--- src/rtl/opb_register_simulink2ppc_status_pkg.sv ---
// rtl/opb_register_simulink2ppc_status_pkg.sv - Register offsets, STATUS bits and bus FSM states
// Purpose: shared definitions for the simulink2ppc status register slice.
// Contents: word offsets within the 256-byte window, STATUS bit indices and
// the OPB slave FSM state type.
package opb_register_simulink2ppc_status_pkg;

  // Word offsets, taken from OPB_ABus[28:29] (byte offsets 0x0/0x4/0x8/0xC)
  localparam logic [1:0] REG_DATA   = 2'd0;
  localparam logic [1:0] REG_STATUS = 2'd1;
  localparam logic [1:0] REG_COUNT  = 2'd2;
  localparam logic [1:0] REG_RSVD   = 2'd3;

  // STATUS bit indices (numeric bit positions, bit 0 = LSB)
  localparam int STATUS_NEW_BIT = 0;
  localparam int STATUS_OVF_BIT = 1;

  typedef enum logic [1:0] {
    BUS_IDLE   = 2'd0,
    BUS_DECODE = 2'd1,
    BUS_ACK    = 2'd2,
    BUS_HOLD   = 2'd3
  } bus_state_e;

endpackage

--- src/rtl/opb_register_simulink2ppc_status_opb_slave_attach.sv ---
// rtl/opb_register_simulink2ppc_status_opb_slave_attach.sv - OPB window decode and transfer FSM
// Purpose: decodes the address window and sequences IDLE/DECODE/ACK/HOLD.
// Ports:
//   clk_i, rst_ni        clock, asynchronous active-low reset
//   abus_i, dbus_i       OPB address / write data, bit 0 = MSB
//   be_lsb_i             OPB_BE[3], enable for the least significant byte
//   rnw_i, select_i      OPB read-not-write and transfer request
//   offset_o, rnw_o      registered word offset and direction of the transfer
//   wdata_o, be_lsb_o    registered write data (numeric order) and byte enable
//   commit_o             one-cycle strobe in DECODE; register updates land on its edge
//   ack_o                high for the single ACK cycle
module opb_register_simulink2ppc_status_opb_slave_attach
  import opb_register_simulink2ppc_status_pkg::*;
#(
  parameter logic [31:0] C_BASEADDR = 32'h0100_1200,
  parameter logic [31:0] C_HIGHADDR = 32'h0100_12FF
) (
  input  logic        clk_i,
  input  logic        rst_ni,
  input  logic [0:31] abus_i,
  input  logic [0:31] dbus_i,
  input  logic        be_lsb_i,
  input  logic        rnw_i,
  input  logic        select_i,
  output logic [1:0]  offset_o,
  output logic        rnw_o,
  output logic [31:0] wdata_o,
  output logic        be_lsb_o,
  output logic        commit_o,
  output logic        ack_o
);

  bus_state_e  state_q, state_d;
  logic [1:0]  offset_q;
  logic        rnw_q;
  logic [31:0] wdata_q;
  logic        be_lsb_q;
  logic        hit;

  assign hit = select_i && (abus_i >= C_BASEADDR) && (abus_i <= C_HIGHADDR);

  // Transfer attributes are captured on the edge entering DECODE so that
  // they are stable for the whole DECODE cycle in which the register file
  // builds the read word and commits writes.
  always_ff @(posedge clk_i or negedge rst_ni) begin
    if (!rst_ni) begin
      state_q  <= BUS_IDLE;
      offset_q <= 2'd0;
      rnw_q    <= 1'b0;
      wdata_q  <= 32'd0;
      be_lsb_q <= 1'b0;
    end else begin
      state_q <= state_d;
      if (state_q == BUS_IDLE && hit) begin
        offset_q <= abus_i[28:29];
        rnw_q    <= rnw_i;
        wdata_q  <= dbus_i;
        be_lsb_q <= be_lsb_i;
      end
    end
  end

  // HOLD exits unconditionally; the extra cycle keeps a master that is slow
  // to drop OPB_select from being acknowledged twice.
  always_comb begin
    state_d = state_q;
    unique case (state_q)
      BUS_IDLE:   if (hit) state_d = BUS_DECODE;
      BUS_DECODE: state_d = BUS_ACK;
      BUS_ACK:    state_d = BUS_HOLD;
      BUS_HOLD:   state_d = BUS_IDLE;
      default:    state_d = BUS_IDLE;
    endcase
  end

  assign offset_o = offset_q;
  assign rnw_o    = rnw_q;
  assign wdata_o  = wdata_q;
  assign be_lsb_o = be_lsb_q;
  assign commit_o = (state_q == BUS_DECODE);
  assign ack_o    = (state_q == BUS_ACK);

endmodule

--- src/rtl/opb_register_simulink2ppc_status.sv ---
// rtl/opb_register_simulink2ppc_status.sv - Fabric-to-PPC status register with OPB read-back
// Purpose: captures a fabric word on user_data_valid, tracks NEW/OVF status and
// a capture count, and serves DATA/STATUS/COUNT to the PowerPC over OPB.
// Ports:
//   OPB_Clk, OPB_Rst_n          clock, asynchronous active-low reset
//   OPB_ABus/BE/DBus/RNW        OPB request, big-endian bit numbering
//   OPB_select, OPB_seqAddr     transfer request; seqAddr is ignored
//   Sl_DBus, Sl_xferAck         read data (zero outside the ack cycle), acknowledge
//   Sl_errAck/retry/toutSup     tied low
//   user_data_in, user_data_valid  fabric word and capture strobe
module opb_register_simulink2ppc_status
  import opb_register_simulink2ppc_status_pkg::*;
#(
  parameter logic [31:0] C_BASEADDR   = 32'h0100_1200,
  parameter logic [31:0] C_HIGHADDR   = 32'h0100_12FF,
  parameter int          C_OPB_AWIDTH = 32,
  parameter int          C_OPB_DWIDTH = 32,
  parameter              C_FAMILY     = "virtex5"
) (
  input  logic        OPB_Clk,
  input  logic        OPB_Rst_n,
  input  logic [0:31] OPB_ABus,
  input  logic [0:3]  OPB_BE,
  input  logic [0:31] OPB_DBus,
  input  logic        OPB_RNW,
  input  logic        OPB_select,
  input  logic        OPB_seqAddr,
  output logic [0:31] Sl_DBus,
  output logic        Sl_xferAck,
  output logic        Sl_errAck,
  output logic        Sl_retry,
  output logic        Sl_toutSup,
  input  logic [31:0] user_data_in,
  input  logic        user_data_valid
);

  localparam int FAMILY_BITS = $bits(C_FAMILY);
  localparam bit PARAMS_OK   = (C_OPB_AWIDTH == 32) && (C_OPB_DWIDTH == 32) && (FAMILY_BITS > 0);

  logic [1:0]  offset;
  logic        rnw;
  logic [31:0] wdata;
  logic        be_lsb;
  logic        commit;
  logic        ack;

  opb_register_simulink2ppc_status_opb_slave_attach #(
    .C_BASEADDR (C_BASEADDR),
    .C_HIGHADDR (C_HIGHADDR)
  ) u_attach (
    .clk_i    (OPB_Clk),
    .rst_ni   (OPB_Rst_n),
    .abus_i   (OPB_ABus),
    .dbus_i   (OPB_DBus),
    .be_lsb_i (OPB_BE[3]),
    .rnw_i    (OPB_RNW),
    .select_i (OPB_select),
    .offset_o (offset),
    .rnw_o    (rnw),
    .wdata_o  (wdata),
    .be_lsb_o (be_lsb),
    .commit_o (commit),
    .ack_o    (ack)
  );

  logic [31:0] data_q, data_d;
  logic        new_q, new_d;
  logic        ovf_q, ovf_d;
  logic [31:0] count_q, count_d;
  logic [31:0] rdata_q, rdata_d;
  logic [31:0] status_word;
  logic        rd_commit, wr_commit;
  logic        new_clr, ovf_clr, count_clr;

  assign rd_commit = commit && rnw;
  assign wr_commit = commit && !rnw;

  assign new_clr   = (rd_commit && offset == REG_DATA) ||
                     (wr_commit && offset == REG_STATUS && be_lsb && wdata[STATUS_NEW_BIT]);
  assign ovf_clr   = wr_commit && offset == REG_STATUS && be_lsb && wdata[STATUS_OVF_BIT];
  assign count_clr = wr_commit && offset == REG_COUNT;

  always_comb begin
    status_word                 = 32'd0;
    status_word[STATUS_NEW_BIT] = new_q;
    status_word[STATUS_OVF_BIT] = ovf_q;
  end

  // Clears are applied first and a same-edge capture then overrides them:
  // NEW ends set, COUNT restarts at 1, and OVF is only forced when the
  // pre-edge NEW was already set.
  always_comb begin
    data_d  = data_q;
    new_d   = new_q;
    ovf_d   = ovf_q;
    count_d = count_q;
    rdata_d = rdata_q;
    if (new_clr)   new_d   = 1'b0;
    if (ovf_clr)   ovf_d   = 1'b0;
    if (count_clr) count_d = 32'd0;
    if (user_data_valid) begin
      data_d  = user_data_in;
      new_d   = 1'b1;
      if (new_q) ovf_d = 1'b1;
      count_d = count_d + 32'd1;
    end
    // Read word is built from the pre-edge register values, so a capture
    // landing on the same edge is not visible in this transfer.
    if (commit) begin
      unique case (offset)
        REG_DATA:   rdata_d = data_q;
        REG_STATUS: rdata_d = status_word;
        REG_COUNT:  rdata_d = count_q;
        REG_RSVD:   rdata_d = 32'd0;
        default:    rdata_d = 32'd0;
      endcase
    end
  end

  always_ff @(posedge OPB_Clk or negedge OPB_Rst_n) begin
    if (!OPB_Rst_n) begin
      data_q  <= 32'd0;
      new_q   <= 1'b0;
      ovf_q   <= 1'b0;
      count_q <= 32'd0;
      rdata_q <= 32'd0;
    end else begin
      data_q  <= data_d;
      new_q   <= new_d;
      ovf_q   <= ovf_d;
      count_q <= count_d;
      rdata_q <= rdata_d;
    end
  end

  // Numeric bit 31 lands on Sl_DBus[0]
  assign Sl_DBus    = ack ? rdata_q : 32'd0;
  assign Sl_xferAck = ack;
  assign Sl_errAck  = 1'b0;
  assign Sl_retry   = 1'b0;
  assign Sl_toutSup = 1'b0;

  logic unused_ok;
  assign unused_ok = ^{OPB_seqAddr, OPB_BE[0:2], wdata[31:2], PARAMS_OK};

endmodule

--- config.mk ---
export PLATFORM = sky130hd
export DESIGN_NAME = opb_register_simulink2ppc_status
export DESIGN_NICKNAME = d
export VERILOG_FILES = /design/src/rtl/opb_register_simulink2ppc_status_pkg.sv /design/src/rtl/opb_register_simulink2ppc_status_opb_slave_attach.sv /design/src/rtl/opb_register_simulink2ppc_status.sv
export SDC_FILE = /design/constraint.sdc
export NUM_CORES = 1
export LEC_CHECK = 0
export ABC_AREA = 1
export BUFFER_PORTS_ARGS = -buffer_cell sky130_fd_sc_hd__buf_2
export CAP_MARGIN = 10
export CORE_MARGIN = 8
export CORE_UTILIZATION = 53
export CTS_CLUSTER_DIAMETER = 120
export DETAILED_ROUTE_END_ITERATION = 10
export PLACE_DENSITY_LB_ADDON = 0.08
export SYNTH_ARGS = -nofsm -noshare
export SYNTH_HDL_FRONTEND = slang
export SYNTH_SLANG_ARGS = --single-unit
--- constraint.sdc ---
create_clock -name OPB_Clk -period 2.7 [get_ports OPB_Clk]
set_input_delay 0.54 -clock OPB_Clk [delete_from_list [all_inputs] [get_ports OPB_Clk]]
set_output_delay 0.54 -clock OPB_Clk [all_outputs]
set_load 0.03 [all_outputs]
==> results of run 1 <==
## worst max-delay path, stage by stage, from the launching register on
cell	delay, ps
sky130_fd_sc_hd__dfrtp_1	360
sky130_fd_sc_hd__inv_1	70
sky130_fd_sc_hd__ha_1	280
sky130_fd_sc_hd__inv_6	90
sky130_fd_sc_hd__nor2_2	60
sky130_fd_sc_hd__nand2_4	70
sky130_fd_sc_hd__buf_4	360
sky130_fd_sc_hd__nand3_1	310
sky130_fd_sc_hd__nor2_8	230
sky130_fd_sc_hd__nand3_2	140
sky130_fd_sc_hd__nor2_2	170
sky130_fd_sc_hd__nand2_1	70
sky130_fd_sc_hd__nand2_1	60
sky130_fd_sc_hd__nand2_1	50
## sequential cells by signal, indices dropped and copies added, names as in the netlist
name               count
u_attach.state_q       2
data_q                32
u_attach.be_lsb_o      1
new_q                  1
u_attach.rnw_o         1
count_q               32
ovf_q                  1
u_attach.offset_o      2
rdata_q               32
u_attach.wdata_o       2
## kinds of logic after synthesis
| kind of cell | after synthesis | share of synthesized area [%] |
|---|---|---|
| compound gates | 71 | 6.51 |
| xor+xnor | 22 | 3.48 |
| fa+ha+maj | 4 | 0.905 |
| buf+inv | 123 | 9.41 |
| flops | 106 | 47.9 |
| other cells | 1 | 0.0678 |
| simple gates | 409 | 31.7 |
## cell usage after synthesis, drive strengths merged
library cell	n	share of area, %
nor4	2	0.23
nor2	100	8.1
a221oi	1	0.16
buf	10	1.7
and3	1	0.11
nand3	35	3.9
a21oi	61	5.5
inv	90	6.2
xnor2	8	1.3
nand4	9	1.0
o21ai	8	0.72
dfrtp	106	48
nand3b	1	0.14
nand2	259	18
ha	4	0.90
or2	1	0.11
clkbuf	23	1.6
xor2	14	2.2
nor3	1	0.18
a31oi	1	0.11
conb	1	0.068
## cells in the final DEF (no fill, tap or decap), types with 8 or more instances in the layout
master / count
sky130_fd_sc_hd__buf_2: 97
sky130_fd_sc_hd__dfrtp_1: 106
sky130_fd_sc_hd__nand2_1: 254
sky130_fd_sc_hd__xor2_1: 14
sky130_fd_sc_hd__inv_1: 87
sky130_fd_sc_hd__nor2_1: 79
sky130_fd_sc_hd__clkbuf_8: 9
sky130_fd_sc_hd__buf_4: 12
sky130_fd_sc_hd__nand3_1: 30
sky130_fd_sc_hd__o21ai_0: 8
sky130_fd_sc_hd__xnor2_1: 8
sky130_fd_sc_hd__nand4_1: 9
sky130_fd_sc_hd__a21oi_1: 61
sky130_fd_sc_hd__nor2_2: 18
## metal layers
layer	vias to the layer above	global-route usage, %
li1	2422	-
met1	2239	26.4
met2	132	30.9
met3	10	6.19
met4	0	4.88
met5	-	0
## power groups by stage
stage / registers [uW] / clock network, uW / logic, uW
floorplan: 1800 / 0 / 280
global placement: 1820 / 0 / 391
detailed placement: 1820 / 0 / 408
CTS: 1790 / 908 / 409
global route: 1810 / 960 / 468
finish: 1790 / 874 / 404
## worst min-delay path by stage
stage	cells past startpoint	end	slack, ps	from
6_report	1	rdata_q[1]	180	OPB_Rst_n
2_1_floorplan	0	count_q[0]	240	OPB_Rst_n
3_5_place_dp	2	data_q[18]	460	data_q[18]
3_3_place_gp	2	data_q[27]	460	data_q[27]
4_1_cts	1	rdata_q[1]	170	OPB_Rst_n
5_1_grt	1	count_q[10]	210	OPB_Rst_n
## area by class of cell
cell class / count / area share [%]
clock buffer: 12 / 2.15
clock inverter: 4 / 0.418
inverter: 90 / 5.45
multi-input combinational: 509 / 37.7
sequential: 106 / 42.2
tap: 136 / 2.70
timing repair buffer: 110 / 9.47
## stage by stage
stage | area, um^2 | util (%) | hold slack, ps | setup slack, ps
floorplan | 5540 | - | 244 | 364
global placement | 6130 | 59.9 | 459 | 346
detailed placement | 6130 | 59.9 | 463 | 294
CTS | 6290 | 61.5 | 174 | 274
global route | 6290 | 61.5 | 206 | 56.1
finish | 6290 | 61.5 | 181 | 288
==> run metrics, run 1 <==
top fanout value on the critical path=38; largest net degree at the start of global routing=47; gr ovfl total=0; relative slew slack=58.3%; average cell area after synthesis=~7.5 um^2; Total Negative Setup Slacks=0 ps; clock latency on the worst-skew pair=~380 ps; final number of hold-violating endpoints=0; Sw Ratio=28.9%; flop and latch count out of synthesis=approximately 110; R2R Path End=count_q[25]; multi-input gate area in the final layout=2370 um^2; YS warnings=0; initial cell density of the core=54.1%; maximum capacitance violations=0; arrival time at the worst endpoint=2690 ps; startpoint type of the worst setup path=flip-flop; cell area power density=about 500 nW/um^2; net switching component of the power=around 900 uW; count of different cell masters after synthesis=33; I/O pin count=roughly 140; share of cells above drive strength 1=19.0%; Worst setup EP type=flip-flop; HP Class=input pin to async pin; overall power after layout=3070 uW; first-pass GRT wire length=23200 um; number of clock buffers inserted by TritonCTS=9; Crit Path Category=flip-flop to flip-flop; maximum buffer depth of the clock tree=2; Static Leak=0.00365 uW; number of cells upsized or downsized after cts=0; Min Clock Period, post-route=2410 ps; number of buffers inserted by port buffering=between 90 and 100; power share of the sequential group=58.4%; via count=4803; highest metal layer used by the detailed router=met4; clock slew seen by the registers of the worst setup and hold paths=100 ps; clock tree from TritonCTS=built; detailed-route wire length on metal 1=roughly 6500 um; final routed wire length divided by cell count=between 10 and 15 um; part of the total power dissipated in the clock network=28.5%; crit path to=count_q[25]; Critical Path Start=u_attach.state_q[1]; global-route total usage across every layer=slightly below 20%; Pre-Repair DR Iteration Count=5; die outline area=14000 um^2; hold buffer count at cts=0; drt drc=0; ratio of final minimum period to clock period=89.3%; nets@finish=roughly 940; cell row count=37; sequential area share after synthesis=47.9%; cell chosen for the clock root=sky130_fd_sc_hd__clkbuf_8; number of design-rule violations left by the first detailed-router iteration=269; DR vias/cell=4.97; highest clock frequency the design can meet=0.415 GHz; Met2 Routed Length=5880 um; maximum VDD drop=347 uV; WP data required=2970 ps; Routability Congestion=around 0.89; metal3 WL=a little over 800 um; initial antenna violation count=0; area taken by flip-flops and latches=~2700 um^2; CTS HTree Levels=3; setup repair after global routing missed its margin=false; setup clock skew after layout=13.2 ps; Int Power=2190 uW; detailed-placement wirelength estimate=roughly 9800 um; Reg2Reg Launch Point=u_attach.state_q[1]; Combinational Power Share=approximately an eighth; core box area=10200 um^2; placed cells=951; antenna diode count=0; Die Ht=118 um; transition time at the pin with the least slew margin=626 ps; remaining antenna violation count=0; CTS sink cnt=about 110; status=completed; fill cell total of the finished layout=approximately 970; synthesis-to-finish area growth=13.7%; die extent in x=~120 um; final wirelength=13300 um; Post-Synthesis Cell Area=5530 um^2; count of final max-slew check failures=0; worst setup slack for register-to-register paths=290 ps; synthesized netlist cell count=736; final setup violating endpoints=0; Cell Count, Final, Fillers Out=967; number of global-route vias before repair=between 4000 and 5000; post-CTS setup buffers=0; depth of the worst register-to-register path=13
Power figures use the tool's default switching activity.
==> run 2, diff against run 1 <==
--- a/config.mk
+++ b/config.mk
@@ -9,7 +9,7 @@
 export BUFFER_PORTS_ARGS = -buffer_cell sky130_fd_sc_hd__buf_2
 export CAP_MARGIN = 10
 export CORE_MARGIN = 8
-export CORE_UTILIZATION = 53
+export CORE_UTILIZATION = 45
 export CTS_CLUSTER_DIAMETER = 120
 export DETAILED_ROUTE_END_ITERATION = 10
 export PLACE_DENSITY_LB_ADDON = 0.08
==> run metrics, run 2 (synthesized netlist as in run 1, its figures left out) <==
status=completed; clock tree from TritonCTS=built; worst hold slack across all endpoints=144 ps (-36.8 ps); Worst setup EP type=flip-flop; initial antenna violation count=0 (unchanged); top fanout value on the critical path=38 (unchanged); I/O pin count=142 (unchanged); WP data required=2950 ps (-20 ps); worst-case setup margin in the final layout=329 ps (+41.3 ps); final setup violating endpoints=0 (unchanged); Die Ht=127 um (+7.4%); gr ovfl total=0 (unchanged); nets@finish=937 (+0.11%); Static Leak=0.00373 uW (+2.3%); most frequent cells in the layout=sky130_fd_sc_hd__nand2_1, sky130_fd_sc_hd__dfrtp_1, sky130_fd_sc_hd__buf_2, sky130_fd_sc_hd__inv_1, sky130_fd_sc_hd__nor2_1; Crit Path Category=flip-flop to flip-flop; setup clock skew after layout=11.1 ps (-2.15 ps); number of clock buffers inserted by TritonCTS=9 (unchanged); final wirelength=13800 um (+4.0%); Min Clock Period, post-route=2370 ps (-41.3 ps); Routability Congestion=0.888 (about the same); WP buf/inv=3 (unchanged); number of cells upsized or downsized after cts=0 (unchanged); worst stage delay on the critical path=360 ps (about the same); CTS sink cnt=106 (unchanged); via count=4808 (+0.10%); first-pass GRT wire length=23500 um (+1.3%); cell area power density=559 nW/um^2 (+14%); final routed wire length divided by cell count=14.1 um (+2.7%); CTS HTree Levels=3 (unchanged); fill cell total of the finished layout=1184 (+23%); DR vias/cell=4.91 (-1.1%); setup repair after global routing missed its margin=false; synthesis-to-finish area growth=16.9%; antenna diode count=0 (unchanged); Top Registers=count_q: 32 flops, data_q: 32 flops, rdata_q: 32 flops; transition time at the pin with the least slew margin=714 ps (+87.9 ps); arrival time at the worst endpoint=2620 ps (-70 ps); cell row count=40 (+8.1%); detailed-placement wirelength estimate=10100 um (+3.2%); HP Class=input pin to async pin; drt drc=0 (unchanged); largest net degree at the start of global routing=44 (-6.4%); CP max stage cell=sky130_fd_sc_hd__buf_4; most common cell after layout, fill and taps aside=sky130_fd_sc_hd__nand2_1; cell chosen for the clock root=sky130_fd_sc_hd__clkbuf_16; cell type with the highest occurrence count on the critical path=sky130_fd_sc_hd__nand2_1; Setup Slack @ Placement=317 ps (+22.9 ps); number of design-rule violations left by the first detailed-router iteration=339 (+26%); final number of hold-violating endpoints=0 (unchanged); number of global-route vias before repair=4822 (-1.1%); Total Negative Setup Slacks=0 ps (unchanged); hold buffer count at cts=0 (unchanged); Cell Chain, Critical Path=inv_1 > ha_1 > inv_6 > nor2_2 > nand2_4 > buf_4 > nand3_1 > nor2_8 > nand3_2 > nor2_2 > nand2_1 > nand2_1 > nand2_1; clock slew seen by the registers of the worst setup and hold paths=80 ps (-20 ps); maximum buffer depth of the clock tree=2 (unchanged); highest clock frequency the design can meet=0.422 GHz (+1.7%); maximum capacitance violations=0 (unchanged); startpoint type of the worst setup path=flip-flop; core box area=12000 um^2 (+17%); post-CTS setup buffers=0 (unchanged); die extent in x=127 um (+7.4%); die outline area=16100 um^2 (+15%); share of cells above drive strength 1=19.5% (+0.46 points); number of buffers inserted by port buffering=98 (unchanged); relative slew slack=52.3% (-5.9 points); clock latency on the worst-skew pair=360 ps (-20 ps); overall power after layout=3620 uW (+18%); global-route total usage across every layer=17.8% (-2.0 points); initial cell density of the core=46.1% (-8.0 points); largest delay contributor family on the critical path=simple AND/OR/NAND/NOR gates; remaining antenna violation count=0 (unchanged); maximum VDD drop=345 uV (-0.69%); count of final max-slew check failures=0 (unchanged); Pre-Repair DR Iteration Count=5 (unchanged); ratio of final minimum period to clock period=87.8% (-1.5 points)
run 2: power breakdown:
group          switching, uW  internal [uW]
sequential               102           1690
combinational            252            159
clock                    628            785
run 2: path summary, 6_finish.rpt:
kind,start,endpoint,slack (ps),depth (start not counted)
worst max-delay path,u_attach.state_q[1],count_q[25],330,13
worst min-delay path,OPB_Rst_n,count_q[0],140,1
worst max register to register,u_attach.state_q[1],count_q[25],330,13
worst min register to register,data_q[0],data_q[0],480,2
max in group asynchronous,OPB_Rst_n,rdata_q[4],1920,2
min in group OPB_Clk,user_data_in[3],data_q[3],380,3
run 2: layout make-up:
class	instances	area [um^2]	area share [%]
clock buffers	11	253	3.91
clock inverters	5	65.1	1.01
inverters	90	343	5.30
multi-input cells	509	2370	36.6
flip-flops and latches	106	2650	41.0
well taps	147	184	2.84
repair buffers	111	603	9.32
run 2: stage by stage:
step           std cells  util [%]  cell area [um^2]
6_report             979      53.9              6470
5_1_grt              979      53.9              6470
3_5_place_dp         963      51.2              6150
2_1_floorplan        738         -              5540
4_1_cts              979      53.9              6470
3_3_place_gp         963      51.2              6150
run 2: layer usage:
metal	GRT usage [%]	share of wire [%]	wire, um	vias up
met3	5.49	6.4	888	6
li1	-	-	-	2424
met5	0	0	0	-
met4	3.85	0.62	85	0
met1	24.7	50	6850	2257
met2	26.7	43	5990	121
